### src/rtl/mul_c42_pipe.sv
// mul_c42_pipe: 3-stage RV32M multiplier (Baugh-Wooley partial products, 4:2 compressor tree, final add)
// Ports: clk, rst_n (async active-low); flush kills in-flight ops;
//   in_valid/in_ready/in_op/in_a/in_b/in_tag request side; out_valid/out_ready/out_data/out_tag result side.
module mul_c42_pipe #(
  parameter int XLEN  = 32,
  parameter int TAG_W = 5
) (
  input  logic             clk,
  input  logic             rst_n,
  input  logic             flush,
  input  logic             in_valid,
  output logic             in_ready,
  input  logic [1:0]       in_op,
  input  logic [XLEN-1:0]  in_a,
  input  logic [XLEN-1:0]  in_b,
  input  logic [TAG_W-1:0] in_tag,
  output logic             out_valid,
  input  logic             out_ready,
  output logic [XLEN-1:0]  out_data,
  output logic [TAG_W-1:0] out_tag
);
  localparam int N = XLEN + 1;
  localparam int W = 2 * XLEN + 2;
  typedef logic [N-1:0][W-1:0] rows_t;
  function automatic int nxt(int m);
    return (m / 4) * 2 + ((m % 4 == 3) ? 2 : m % 4);
  endfunction
  function automatic int rows_after(int m, int lim);
    int r;
    r = m;
    while (r > lim) r = nxt(r);
    return r;
  endfunction
  localparam int M1 = rows_after(N, 8);
  // Baugh-Wooley rows; the correction constant 2^N + 2^(2N-1) lands in free bits of row 0
  function automatic rows_t gen_pp(logic [N-1:0] a, logic [N-1:0] b);
    rows_t r;
    r = '0;
    for (int j = 0; j < N; j++)
      for (int i = 0; i < N; i++)
        r[j][i+j] = (a[i] & b[j]) ^ ((i == N - 1) != (j == N - 1));
    r[0][N] = 1'b1;
    r[0][W-1] = 1'b1;
    return r;
  endfunction
  // One tree level over the first m rows: 4:2 rows per group of four, 3:2 row or pass-through for the rest
  function automatic rows_t reduce(rows_t r, int m);
    rows_t o;
    logic [W-1:0] t, ci;
    int k, b;
    o = '0;
    k = 0;
    b = (m / 4) * 4;
    for (int g = 0; g + 3 < N; g += 4)
      if (g + 3 < m) begin
        t = r[g] ^ r[g+1] ^ r[g+2];
        ci = ((r[g] & r[g+1]) | (r[g] & r[g+2]) | (r[g+1] & r[g+2])) << 1;
        o[k] = t ^ r[g+3] ^ ci;
        o[k+1] = ((t & r[g+3]) | (t & ci) | (r[g+3] & ci)) << 1;
        k += 2;
      end
    if (m - b == 3) begin
      o[k] = r[b] ^ r[b+1] ^ r[b+2];
      o[k+1] = ((r[b] & r[b+1]) | (r[b] & r[b+2]) | (r[b+1] & r[b+2])) << 1;
    end else
      for (int i = 0; i < 2; i++)
        if (b + i < m) o[k+i] = r[b+i];
    return o;
  endfunction
  logic [N-1:0] ae, be;
  rows_t t1, t2;
  int m1, m2;
  logic [7:0][W-1:0] s1_r;
  logic s1_v, s1_hi, s2_v, s2_hi, out_valid_q, adv;
  logic [TAG_W-1:0] s1_tag, s2_tag;
  logic [W-1:0] s2_s, s2_c, p;
  assign adv = ~out_valid_q | out_ready;
  assign in_ready = adv & ~flush;
  assign out_valid = out_valid_q & ~flush;
  assign ae = {((in_op == 2'b01) || (in_op == 2'b10)) & in_a[XLEN-1], in_a};
  assign be = {(in_op == 2'b01) & in_b[XLEN-1], in_b};
  assign p = s2_s + s2_c;
  always_comb begin
    t1 = gen_pp(ae, be);
    m1 = N;
    for (int l = 0; l < N; l++)
      if (m1 > 8) begin
        t1 = reduce(t1, m1);
        m1 = nxt(m1);
      end
  end
  always_comb begin
    t2 = '0;
    t2[7:0] = s1_r;
    m2 = M1;
    for (int l = 0; l < 8; l++)
      if (m2 > 2) begin
        t2 = reduce(t2, m2);
        m2 = nxt(m2);
      end
  end
  always_ff @(posedge clk or negedge rst_n)
    if (!rst_n) begin
      {s1_v, s2_v, out_valid_q, s1_hi, s2_hi} <= '0;
      s1_r <= '0;
      s1_tag <= '0;
      s2_tag <= '0;
      s2_s <= '0;
      s2_c <= '0;
      out_data <= '0;
      out_tag <= '0;
    end else begin
      if (flush) {s1_v, s2_v, out_valid_q} <= '0;
      else if (adv) {s1_v, s2_v, out_valid_q} <= {in_valid, s1_v, s2_v};
      if (adv) begin
        s1_r <= t1[7:0];
        s1_hi <= |in_op;
        s1_tag <= in_tag;
        s2_s <= t2[0];
        s2_c <= t2[1];
        s2_hi <= s1_hi;
        s2_tag <= s1_tag;
        out_data <= s2_hi ? p[2*XLEN-1:XLEN] : p[XLEN-1:0];
        out_tag <= s2_tag;
      end
    end
endmodule

### config.mk
export PLATFORM = sky130hd
export DESIGN_NAME = mul_c42_pipe
export DESIGN_NICKNAME = d
export VERILOG_FILES = /design/src/rtl/mul_c42_pipe.sv
export SDC_FILE = /design/constraint.sdc
export NUM_CORES = 2
export LEC_CHECK = 0
export ABC_AREA = 1
export CAP_MARGIN = 20
export CELL_PAD_IN_SITES_DETAIL_PLACEMENT = 1
export CELL_PAD_IN_SITES_GLOBAL_PLACEMENT = 2
export CORE_MARGIN = 2
export CORE_UTILIZATION = 42
export DETAILED_ROUTE_END_ITERATION = 10
export GPL_ROUTABILITY_DRIVEN = 0
export PLACE_DENSITY = 0.88
export RECOVER_POWER = 25
export REMOVE_ABC_BUFFERS = 1
export SETUP_SLACK_MARGIN = 0.2
export SYNTH_ARGS = -nofsm -noshare
export SYNTH_HDL_FRONTEND = slang
export SYNTH_SLANG_ARGS = --single-unit
### constraint.sdc
create_clock -name clk -period 3.9 [get_ports clk]
set_input_delay 0.39 -clock clk [delete_from_list [all_inputs] [get_ports clk]]
set_output_delay 0.39 -clock clk [all_outputs]
set_load 0.05 [all_outputs]
### After elaboration in Yosys (flattened, before gate mapping)

Index checks and enable logic that the tools add are counted.

* bits in registers: 465
* latch bits: 0
* bits in writable memories: 0
* memory bits (read-only): 0
* bits of input ports: 76
* output and inout port bits: 39
* word-level logic and storage cells: 1405
* memories: 0

* add/sub/neg operators: 1
* multiply operators: 0
* divide/modulo/power cells: 0
* magnitude comparators: 0
* equality and inequality tests: 2
* shift operators: 0
* muxes and demuxes: 7
* bitwise gates (word level): 1376
* reductions and logical operators: 3

Operator list (number)
* $or 63x63->63: 25
* $and 63x63->63: 22
* $and 1x1->1: 1092
* $xor 64x64->64: 15
* $or 56x56->56: 3
* $or 48x48->48: 3
* $and 61x63->63: 2
* $and 63x36->63: 2
* $and 63x40->63: 2
* $and 63x49->63: 2
* $and 59x60->60: 2
* $or 60x60->60: 2
* $and 57x58->58: 2
* $xor 57x58->58: 2
* $and 56x57->57: 2
* $or 57x57->57: 2
* $and 55x56->56: 2
* $and 51x52->52: 2
* $or 52x52->52: 2
* $and 48x49->49: 2
* $or 49x49->49: 2
* $and 47x48->48: 2
* $and 43x44->44: 2
* $or 44x44->44: 2
* other kinds (120): 193

### Depth between registers and ports, before layout

* word-level depth: 23
* depth in mapped cells: 17
* depth with buffers taken out: 17

### Worst setup path before layout

OpenSTA, ideal clock, no wires.

* kind: input to register
* from: input in_op[1]
* to: register s1_r[32] in the netlist's numbering
* library setup time: 0.117 ns
* arrival time: 4.285 ns
* required time: 3.783 ns
* slack: -0.502 ns
* cell stages on the path: 16
* buffers on the path: 1
* cells stage by stage: inv_1 ha_1 nand2_1 inv_1 clkbuf_1 nand2_1 fa_1 inv_1 fa_1 fa_1 fa_1 fa_1 inv_1 fa_1 nand2_1 nand2_1

RTL lines
* from (decl): line 13 `input logic [1:0] in_op,`
* to (signal assigned): line 116 `s1_r <= t1[7:0];`
* to (decl): line 73 `logic [7:0][W-1:0] s1_r;`

==> results_dict.tcl <==
set metrics [dict create \
    syn_inst 6621 \
    p_leak_uw 0.0357 \
    drc 0 \
    layout_commonest_cell "nand2_1" \
    core-area_sq_mm 0.121 \
    synth_area_sq_mm 0.0512 \
    finalSetupViolations 0 \
    grt_overflow 0 \
    path_cells "buf_12 -> buf_12 -> buf_12 -> buf_4 -> buf_4 -> nand2_1 -> inv_1 -> fa_1 -> inv_1 -> fa_1 -> fa_1 -> fa_1 -> fa_1 -> inv_1 -> fa_1 -> nand2_1 -> nand2_1" \
    ys_top_cells_by_area "fa_1, dfrtp_1, nand2_1" \
    end_kind "flop" \
    cp_slowest_cell "fa_1" \
    chipHeight_microns 353 \
    port_buffers 114 \
    max_stage_delay_ns 0.56 \
    ys_warn_count 0 \
    wl_per_cell_microns 23.8 \
    clkTransAtPathRegs_ns 0.06 \
    slew_headroom_pct -6.58 \
    powerDensity_mw_per_mm2 733 \
    synth_top_area_share_pct 37.8 \
    drtIter0Drc 2802 \
    finalMaxSlewViolations 70 \
    synth-edff-count 0 \
    cts_sinks 382 \
    final-hold-violation-count 0 \
    start_kind "input pin" \
    clock_path_buffers 3 \
    placement_rows 128 \
    place_area_sq_mm 0.0560 \
    grt_usage_pct 30.9 \
    nNetsFinal 8129 \
    grt_pass1_vias 48200 \
    grt_start_max_net_pins 147 \
    synthToLayoutAreaGrowth_pct 20.1 \
    crit_fanout 7 \
    grt_antenna_before_repair 4 \
    grt_pass1_wl_microns 291000 \
    synth_top_family_by_area "adder cells" \
    fin_ws_ns 0.00356 \
    start_util_pct 42.2 \
    cts_buffers 49 \
    violations "max-capacitance violations, max-slew violations" \
    p_total_uw 45000 \
    drive_above_1_share_pct 11.4 \
    synth_area_leader_cell "fa_1" \
    tightest_slew_ns 1.60 \
    pre_cts_ws_ns -0.907 \
    n_antenna_cell 0 \
    dieArea_sq_mm 0.125 \
    dpl.hpwl_microns 127000 \
    cp_common_cell "fa_1" \
    muxShareOfSynthArea_pct 0 \
    syn_avg_cell_area_sq_um 7.73 \
    crit_type "in2reg" \
    io_pins 115 \
    finalInstanceArea_sq_mm 0.0615 \
    synth_flop_cell "dfrtp_1" \
    async_reset_ff_share_pct 100 \
    antenna_left 0 \
    cts_tree "done" \
    hp-class "in2reg" \
    ys_ff_latch 382 \
    insertion_delay_ns 0.62 \
    most-common-layout-cells "nand2_1, inv_1, fa_1, dfrtp_1, buf_4" \
    fmax_ghz 0.257 \
    synth_compound_area_share_pct 2.28 \
    drv_cap 2 \
    drtPass1Iterations 5 \
    fin_crit_sh_pct 99.9 \
    cts_max_level 2 \
    seq_area_frac_synth_pct 18.7 \
    synth-simple-area-share_pct 20.0 \
    status "complete, but fails checks" \
    routed_wl_microns 204000 \
    rsz0062_at_grt "yes" \
    worstPathRequired_ns 4.41 \
    arrival_ns 4.40 \
    cts-root-buf "clkbuf_16" \
    period_minus_slack_ns 3.90 \
    synthAdderAreaFrac_pct 42.6 \
    finClkSkew_ns 0.0332 \
    die_w_microns 353 \
    ys_types 39 \
    num-fill-cells 14700 \
    synth-xor-area-share_pct 0.205 \
    dr_total_vias 43300 \
    irDropWorstVdd_mv 0.401 \
    vias_per_cell 5.06 \
]
==> power breakdown <==
group | switching, uW | internal (uW) | total (uW)
clock | 2000 | 2660 | 4660
sequential | 1290 | 6050 | 7340
combinational | 20200 | 12800 | 33000
total | 23500 | 21500 | 45000
==> kinds of logic after synthesis <==
kind of cell    count (synthesis)
buf+inv                      2204
compound gates                220
fa+ha+maj                    1165
flops                         382
xor+xnor                       12
simple gates                 2638
==> registers in the layout, summed over array words and instances, names as in the netlist <==
name and flops:
s1_hi 1, s2_tag 5, s2_v 1, s1_tag 5, out_data 32, out_tag 5
s1_r 212, s2_c 54, s1_v 1, out_valid_q 1, s2_s 64, s2_hi 1
==> synth_stat cells (2+ instances only) <==
cell         n
xnor2_1      8
fa_1       966
buf_2       11
o21ai_1     10
xor2_1       4
o21ai_0     99
nand3_2      8
dfrtp_1    382
a22oi_1     12
clkbuf_1   326
and2_1       2
inv_1     1852
inv_2        4
nand4_1      9
nor2_4       4
nand2_2      9
ha_1       199
nor3_1       6
nand3_1     81
a21oi_2      2
nor4_1       3
buf_1        8
nor2_1     147
nand2_1   2342
o21bai_1     5
a21oi_1     87
a21boi_0     3
nor2_2      18
nor3_2       4
==> critical path, delay by kind of cell <==
family        cells  cell delay, ns
fa+ha+maj         6            2.95
buf+inv           8            0.84
simple gates      3            0.20
==> routing by layer <==
layer	global-route usage (%)	routed length, microns
met3	4.19	13500
met5	0	21
met1	39.3	79900
met4	12.7	12900
met2	53.0	97300
==> path summary, 6_finish.rpt <==
kind,slack [ns],end,startpoint,cells past startpoint
max,0.004,s1_r[29],in_a[27],17
min,0.15,s1_hi,in_op[0],4
max reg2reg,0.81,out_data[8],out_valid_q,7
min reg2reg,0.48,out_tag[2],s2_tag[2],2
max in group asynchronous,1.31,s1_r[178],rst_n,3
min in group asynchronous,0.48,out_tag[3],rst_n,2
==> metrics by stage <==
| step | TNS, ns | hold slack [ns] | util [%] | cells |
|---|---|---|---|---|
| 6_report | 0 | 0.147 | 50.7 | 8549 |
| 5_1_grt | -0.101 | 0.177 | 50.7 | 8549 |
| 4_1_cts | 0 | 0.136 | 49.1 | 8462 |
| 3_5_place_dp | -103.84 | 0.469 | 46.2 | 8281 |
| 3_3_place_gp | -96.00 | 0.453 | 46.2 | 8281 |
| 2_1_floorplan | -4932.32 | 0.0944 | - | 6274 |
==> timing repair <==
item,CTS,global route
pin swaps,93,130
hold endpoints to repair,98,0
gates cloned,50,32
buffers inserted,43,55
hold buffers,1,0
gates resized for setup,393,254
endpoints found under the setup margin,137,121
==> area by class of cell <==
class,instances,area (sq um),area share (%)
inverter,1857,6990,11.4
clock inverter,26,245,0.399
multi-input combinational,4035,33600,54.7
clock buffer,61,1350,2.20
tap,1625,2030,3.31
sequential,382,9560,15.5
timing repair buffer,563,7680,12.5
No activity file was read; power rests on OpenSTA's default activity.
